<file path="config.mk">
export PLATFORM = sky130hd
export DESIGN_NAME = memarb
export DESIGN_NICKNAME = d
export VERILOG_FILES = /design/src/rtl/memarb_pkg.sv /design/src/rtl/memarbtimer.sv /design/src/rtl/memarb.sv
export SDC_FILE = /design/constraint.sdc
export NUM_CORES = 1
export LEC_CHECK = 0
export BUFFER_PORTS_ARGS = -buffer_cell sky130_fd_sc_hd__buf_2
export CAP_MARGIN = 0
export CORE_AREA = 2 2 47 49
export CTS_CLUSTER_DIAMETER = 50
export DETAILED_ROUTE_END_ITERATION = 7
export DIE_AREA = 0 0 49 51
export PLACE_DENSITY = 0.64
export SLEW_MARGIN = 40
export SYNTH_ARGS = -nofsm -noshare
export SYNTH_HDL_FRONTEND = slang
export SYNTH_HIERARCHICAL = 1
export SYNTH_SLANG_ARGS = --single-unit
</file>
<file path="constraint.sdc">
create_clock -name ph1 -period 2.5 [get_ports ph1]
set_clock_uncertainty 0.05 [all_clocks]
set_input_delay 0 -clock ph1 [delete_from_list [all_inputs] [get_ports ph1]]
set_output_delay 0 -clock ph1 [all_outputs]
set_load 0.01 [all_outputs]
</file>
<file path="src/rtl/memarb_pkg.sv">
// Shared encodings for the memory arbiter.
// The idle code is shared with the memory controller, so it must remain 2'b00.
package memarb_pkg;

   typedef enum logic [1:0] {
      ST_IDLE = 2'b00,
      ST_GWB  = 2'b01,
      ST_GD   = 2'b10,
      ST_GI   = 2'b11
   } state_e;

   // Picks the read grant in swc order. Call it only when at least one read is pending.
   function automatic state_e pref_rd(input logic swc, input logic dreq, input logic ireq);
      if (swc)
         return ireq ? ST_GI : ST_GD;
      else
         return dreq ? ST_GD : ST_GI;
   endfunction

endpackage

</file>
<file path="src/rtl/memarbtimer.sv">
// Grant-length counter with clear, enable and a terminal count at TIMEOUT-1.
// The counter stops at terminal count, so it cannot wrap while a grant lingers.
module memarbtimer #(
   parameter int TIMEOUT = 64
) (
   input  logic ph1,
   input  logic reset,
   input  logic i_clr,
   input  logic i_en,
   output logic o_tc
);

   localparam int CW = (TIMEOUT > 1) ? $clog2(TIMEOUT) : 1;
   localparam logic [CW-1:0] TC_VAL = CW'(TIMEOUT - 1);

   logic [CW-1:0] r_tcnt;

   always_ff @(posedge ph1) begin
      if (reset || i_clr)
         r_tcnt <= '0;
      else if (i_en && (r_tcnt != TC_VAL))
         r_tcnt <= r_tcnt + 1'b1;
   end

   assign o_tc = (r_tcnt == TC_VAL);

endmodule

</file>
<file path="src/rtl/memarb.sv">
// Three-way memory arbiter: a write buffer plus data and instruction reads, with
// read anti-starvation, a one-cycle bus turnaround after writes, and a grant timeout.
module memarb
   import memarb_pkg::*;
#(
   parameter int TIMEOUT     = 64,
   parameter int STARVELIMIT = 4
) (
   input  logic       ph1,
   input  logic       reset,
   input  logic       wbreq,
   input  logic       dreq,
   input  logic       ireq,
   input  logic       swc,
   input  logic       memdone,
   output logic [1:0] state,
   output logic       wbon,
   output logic       don,
   output logic       ion,
   output logic       memen,
   output logic       memrwb,
   output logic       wbdone,
   output logic       ddone,
   output logic       idone,
   output logic       buserr
);

   localparam int SW = $clog2(STARVELIMIT + 1);
   localparam logic [SW-1:0] SLIM = SW'(STARVELIMIT);

   state_e        r_state, w_nxt_state;
   logic          r_turn, w_nxt_turn;
   logic [SW-1:0] r_starvecnt, w_nxt_starve;
   logic          r_wbon, r_don, r_ion, r_memen, r_memrwb, r_buserr;
   logic          w_nxt_wbon, w_nxt_don, w_nxt_ion, w_nxt_memen, w_nxt_memrwb;
   logic          w_ingrant, w_tc, w_tmo, w_fin, w_rdpend, w_starved, w_entry;

   assign w_ingrant = (r_state != ST_IDLE);
   assign w_tmo     = w_ingrant & w_tc & ~memdone;
   assign w_fin     = w_ingrant & (memdone | w_tc);
   assign w_rdpend  = dreq | ireq;
   assign w_starved = (r_starvecnt == SLIM) & w_rdpend;
   assign w_entry   = (r_state == ST_IDLE) & ~r_turn & (w_nxt_state != ST_IDLE);

   memarbtimer #(.TIMEOUT(TIMEOUT)) u_timer (
      .ph1   (ph1),
      .reset (reset),
      .i_clr (w_entry),
      .i_en  (w_ingrant),
      .o_tc  (w_tc)
   );

   always_ff @(posedge ph1) begin
      if (reset) begin
         r_state     <= ST_IDLE;
         r_turn      <= 1'b0;
         r_starvecnt <= '0;
         r_wbon      <= 1'b0;
         r_don       <= 1'b0;
         r_ion       <= 1'b0;
         r_memen     <= 1'b0;
         r_memrwb    <= 1'b1;
         r_buserr    <= 1'b0;
      end else begin
         r_state     <= w_nxt_state;
         r_turn      <= w_nxt_turn;
         r_starvecnt <= w_nxt_starve;
         r_wbon      <= w_nxt_wbon;
         r_don       <= w_nxt_don;
         r_ion       <= w_nxt_ion;
         r_memen     <= w_nxt_memen;
         r_memrwb    <= w_nxt_memrwb;
         r_buserr    <= w_tmo;
      end
   end

   // TURN keeps the IDLE code and is marked by r_turn; requests are not sampled during it.
   always_comb begin
      w_nxt_state  = r_state;
      w_nxt_turn   = 1'b0;
      w_nxt_starve = r_starvecnt;
      if (r_turn) begin
         w_nxt_state = ST_IDLE;
      end else begin
         case (r_state)
            ST_IDLE: begin
               if (wbreq && !w_starved) begin
                  w_nxt_state = ST_GWB;
                  if (w_rdpend)
                     w_nxt_starve = r_starvecnt + 1'b1;
               end else if (w_rdpend) begin
                  w_nxt_state  = pref_rd(swc, dreq, ireq);
                  w_nxt_starve = '0;
               end
            end
            ST_GWB: begin
               if (w_fin) begin
                  w_nxt_state = ST_IDLE;
                  w_nxt_turn  = 1'b1;
               end
            end
            default: begin
               if (w_fin)
                  w_nxt_state = ST_IDLE;
            end
         endcase
      end
   end

   // Grant outputs are decoded from the next state, so they register together with it.
   always_comb begin
      w_nxt_wbon   = (w_nxt_state == ST_GWB);
      w_nxt_don    = (w_nxt_state == ST_GD);
      w_nxt_ion    = (w_nxt_state == ST_GI);
      w_nxt_memen  = (w_nxt_state != ST_IDLE);
      w_nxt_memrwb = (w_nxt_state != ST_GWB);
   end

   assign state  = r_state;
   assign wbon   = r_wbon;
   assign don    = r_don;
   assign ion    = r_ion;
   assign memen  = r_memen;
   assign memrwb = r_memrwb;
   assign buserr = r_buserr;
   assign wbdone = r_wbon & (memdone | w_tmo);
   assign ddone  = r_don  & (memdone | w_tmo);
   assign idone  = r_ion  & (memdone | w_tmo);

endmodule

</file>
-- After elaboration in Yosys (flattened, before gate mapping)
Cells that the tools add are included.
W data, S select, Z words.
- output and inout bits: 11
- bits in registers: 18
- word-level logic and storage cells: 56
- input bits: 7
- bitwise logic cells: 15
- reduce and logical (&&, ||, !) cells: 9
- eq/ne operators: 8
- mux-type cells: 12
- add/sub/neg operators: 2
- operators with widths (kind ; count):
    $mux W2 ; 5
    $and A1 B1 Y1 ; 9
    $mux W3 ; 3
    $add A6 B1 Y6 const B ; 1
    $eq A6 B6 Y1 const B ; 1
    $ne A6 B6 Y1 const B ; 1
    $eq A2 B1 Y1 const B ; 2
    $eq A2 B2 Y1 const B ; 2
    $mux W1 ; 4
    $reduce_bool A2 Y1 ; 2
    $add A3 B1 Y3 const B ; 1
    $eq A3 B3 Y1 const B ; 1
    $not A1 Y1 ; 3
    $or A1 B1 Y1 ; 3
    $reduce_and A3 Y1 ; 1
    $reduce_or A3 Y1 ; 1
    $logic_and A1 B1 Y1 ; 2
    $logic_not A2 Y1 ; 1
    $ne A2 B1 Y1 const B ; 1
    $logic_not A1 Y1 ; 1
    $logic_or A1 B1 Y1 ; 1

-- Depth between registers and ports, before layout
- depth after elaboration: 10
- depth in mapped cells: 9
- depth with buffers taken out: 9

-- By module
The synthesis kept the hierarchy.
- by module, submodules not included (module ; instances ; area each (µm²) ; sequential area each (µm²) ; cells an instance):
    memarb ; 1 ; 534.3 ; 240.2 ; 60
    memarbtimer ; 1 ; 299.0 ; 120.1 ; 32

-- Worst setup path before layout
Ideal clock, no wire load.
- path kind: register to register
- from: reg u_timer.r_tcnt[0]
- to: reg u_timer.r_tcnt[1]
- period minus slack after synthesis: 2205 ps
- data arrival time: 2024 ps
- slack: 295 ps
- buffers on the path: 0
- stages on the path, launching flop included: 10
- setup time: 130 ps
- data required time: 2320 ps
- path through: dfxtp_1 -> ha_1 -> and3_4 -> and3_2 -> nor2_1 -> a32oi_1 -> a311oi_1 -> nor2_1 -> nand2_1 -> mux2i_1
- cells in the longest elaborated chain, start to end: 9
- elaborated cells on any way between the ends: 12
- those cells by class: add/sub: 1; eq/ne: 2; mux: 3; bitwise: 3; reduce/logical: 3
- RTL lines (what ; line ; source):
    start: declaration ; memarbtimer.sv:16 ; logic [CW-1:0] r_tcnt;
    start signal: assignment ; memarbtimer.sv:22 ; r_tcnt <= r_tcnt + 1'b1;
    $eq A6 B6 Y1 ; memarbtimer.sv:25 ; assign o_tc = (r_tcnt == TC_VAL);
    named net w_tc ; memarb.sv:36 ; logic w_ingrant, w_tc, w_tmo, w_fin, w_rdpend, w_starved, w_entry;
    $or A1 B1 Y1 ; memarb.sv:40 ; assign w_fin = w_ingrant & (memdone | w_tc);
    $and A1 B1 Y1 ; memarb.sv:40 ;
    $mux W2 ; memarb.sv:97, memarb.sv:103 ;
    $mux W2 ; n/a ;
    $mux W2 ; memarb.sv:82 ; if (r_turn) begin
    $reduce_bool A2 Y1 ; memarb.sv:43 ; assign w_entry = (r_state == ST_IDLE) & ~r_turn & (w_nxt_state != ST_IDLE);
    $and A1 B1 Y1 ; memarb.sv:43 ;
    named net w_entry ; memarb.sv:36 ;
    $logic_or A1 B1 Y1 ; memarbtimer.sv:19 ; if (reset || i_clr)
The timed path passes the listed nets, and every way through them passes these cells.
A chain may end at the register's enable or synchronous reset.

-- Worst setup path in the final report
- from: reg u_timer.r_tcnt[0]
- to: reg u_timer.r_tcnt[0]
The elaborated chain is that of the path after synthesis.

==> reports/results.ini <==
[finish]
regArea_um2 = 360
design_area_um2 = 1030
layout_common_cells = dfxtp_1 (18), buf_2 (17), nand2_1 (9)
final_util_pct = 49.9
diodes = 0
nets = 127
area_growth_pct = 23.6
nFillCells = 208
multi_input_area_um2 = 442
drive_gt1_share_pct = 26.7
final_common_cell = dfxtp_1

[sta]
finalCritPeriodShare_pct = 91.5
tns_ns = 0
setup_slack_ns = 0.211
slew_viol_final = 0
hold_viol = 0
worst_pin_slew_ns = 0.426
max_freq_ghz = 0.437
relSlewSlack_pct = 71.4
worst_hold_slack_ns = 0.141
period_minus_slack_ns = 2.29
setup_viol_count_final = 0
grt_setup_unrepaired = false

[routing]
dr.pass1.iters = 4
ant_nets = 0
routed_wl_um = 1710
dr.first_iter.drc_count = 10
vias = 742
wl_per_cell_um = 11.9
vias_per_cell = 5.15
drc_errors = 0

[setup_path]
cp_max_fo = 6
setup.worst_path.start_class = flop
r2r-start = u_timer/r_tcnt[0]
critical_path_required_ns = 2.63
critPathCapture = u_timer/r_tcnt[0]
critPathKind = reg -> reg
r2r_slack_ns = 0.21
crit_start = u_timer/r_tcnt[0]
r2r_cells = 9
critical_path_arrival_ns = 2.41
r2r_end = u_timer/r_tcnt[0]
end_kind = flop

[global_route]
first_global_vias = 684
grt_max_degree = 15
grt_pass1_wl_um = 2820
grt.overflow.total = 0
grt.total_usage_pct = 14.6
antenna_found_initial = 0

[clock_network]
cts_root_buffer = clkbuf_4
cts_inserted_buffers = 3
cts_buffer_depth = 2
cts_setup_buffers = 0
cts.sinks = 18
clkLatencyLatePin_ns = 0.29
h-tree-depth = 1
cts_tree = yes
path_clk_slew_ns = 0.10

[yosys]
synth_top_area_share_pct = 43.2
synth_top_area_cell = dfxtp_1
synth_top_family_by_area = simple AND/OR/NAND/NOR gates
netlist_area_um2 = 833
synth-compound-area-share_pct = 19.5
synth_cell_types = 36
yosysWarnings = 6
ys_async_sr_fraction_pct = 0
yosys.area_share.simple_pct = 25.8
synth_area_leaders = dfxtp_1 (43%), ha_1 (4.5%), nand2_1 (4.1%)
synthMuxAreaShare_pct = 2.40
syn-num-nets = 102
syn_avg_cell_area_um2 = 9.06
synth-edff-count = 0
ys_ff_latch = 18
synth_cells = 92
yosysSeqAreaShare_pct = 43.2
synth_fa_ha_area_share_pct = 4.50
synthXorXnorAreaFrac_pct = 0
synthFlopType = dfxtp_1

[min_path]
hp-class = in -> reg

[floorplanning]
die-height_um = 51
core_um2 = 2060
start_util_pct = 40.4
die_w_um = 49
row_count = 17
fp.dieArea_um2 = 2500
ios = 18

[outcome]
outcome = complete, no violations

[placed_design]
routabilityCongestion = 0.811
io_buffers = 17
pre_cts_slack_ns = 0.0427
place_area_um2 = 957
hpwlAfterDp_um = 1260

[pwr]
p_leak_nw = 0.420
vdd_ir_drop_max_uv = 365
powerDensity_nw_per_um2 = 601

[flow_run]
cap_violations = 0

==> cells in the mapped netlist, types with 2 or more instances <==
cell       n
a21oi_1    6
a311oi_1   3
a31oi_1    2
dfxtp_1   18
ha_1       3
inv_1      8
mux2i_1    2
nand2_1    9
nor2_1     5
nor2b_1    3
nor3_1     2
nor4_1     3
nor4b_1    2
o21ai_0    2
o21ai_1    2
or3_1      2
==> cell type report <==
class                   count  share of cell area, %
clock buffers               4                   3.52
well taps                  28                   3.40
multi-input cells          64                   42.9
inverters                   9                   3.28
repair buffers             21                   11.9
flip-flops and latches     18                   35.0
==> critical path, stage by stage, from the launching register on <==
cell,delay (ns)
dfxtp_1,0.35
ha_1,0.23
and3_4,0.21
and3_2,0.23
nor2_1,0.23
a32oi_1,0.18
a311oi_2,0.37
nor2_1,0.17
nand2_1,0.10
mux2i_1,0.06
==> cell families after synthesis <==
| logic type | after synthesis |
|---|---|
| DFF | 18 |
| adders and majority gates | 3 |
| AOI/OAI and AO/OA | 23 |
| and+or+nand+nor | 36 |
| muxes | 2 |
| buffers and inverters | 10 |
==> timing repair <==
| action | in CTS | in global routing |
|---|---|---|
| hold endpoints to repair | 6 | 0 |
| gates resized for setup | 0 | 1 |
| hold buffers | 3 | 0 |
| setup endpoints to repair | 0 | 4 |
==> state kept, by name (all words and copies together), names as in the netlist <==
signal	flops
buserr	1
don	1
r_starvecnt	3
memrwb	1
memen	1
r_turn	1
u_timer/r_tcnt	6
wbon	1
ion	1
state	2
==> metrics by stage <==
step | instances | power (mW)
floorplan | 92 | 0.403
global placement | 137 | 0.440
detailed placement | 137 | 0.444
CTS | 144 | 0.625
global route | 144 | 0.654
finish | 144 | 0.619
==> worst min path at each step <==
stage                 start              to  slack (ns)  depth (start not counted)
finish                 ireq  r_starvecnt[1]        0.14                          4
global placement    memdone          buserr        0.16                          2
floorplan           memdone          buserr        0.03                          1
detailed placement  memdone          buserr        0.16                          2
CTS                    ireq  r_starvecnt[1]        0.14                          4
global route           ireq  r_starvecnt[1]        0.18                          4
==> report_power, final <==
part           switching [mW]  total [mW]  leakage, nW  internal (mW)
clock network          0.0862       0.175       0.0210         0.0886
logic                  0.0729       0.127        0.252         0.0537
registers              0.0136       0.318        0.147          0.304
==> routing by layer <==
metal  up-vias  GRT usage [%]  part of all wire (%)
met4         0           9.05                  0.70
met2        11           24.2                    49
met1       342           18.1                    47
li1        387              -                     -
met5         -              0                     0
met3         2           1.75                   2.4
No activity file was read; power rests on OpenSTA's default activity.
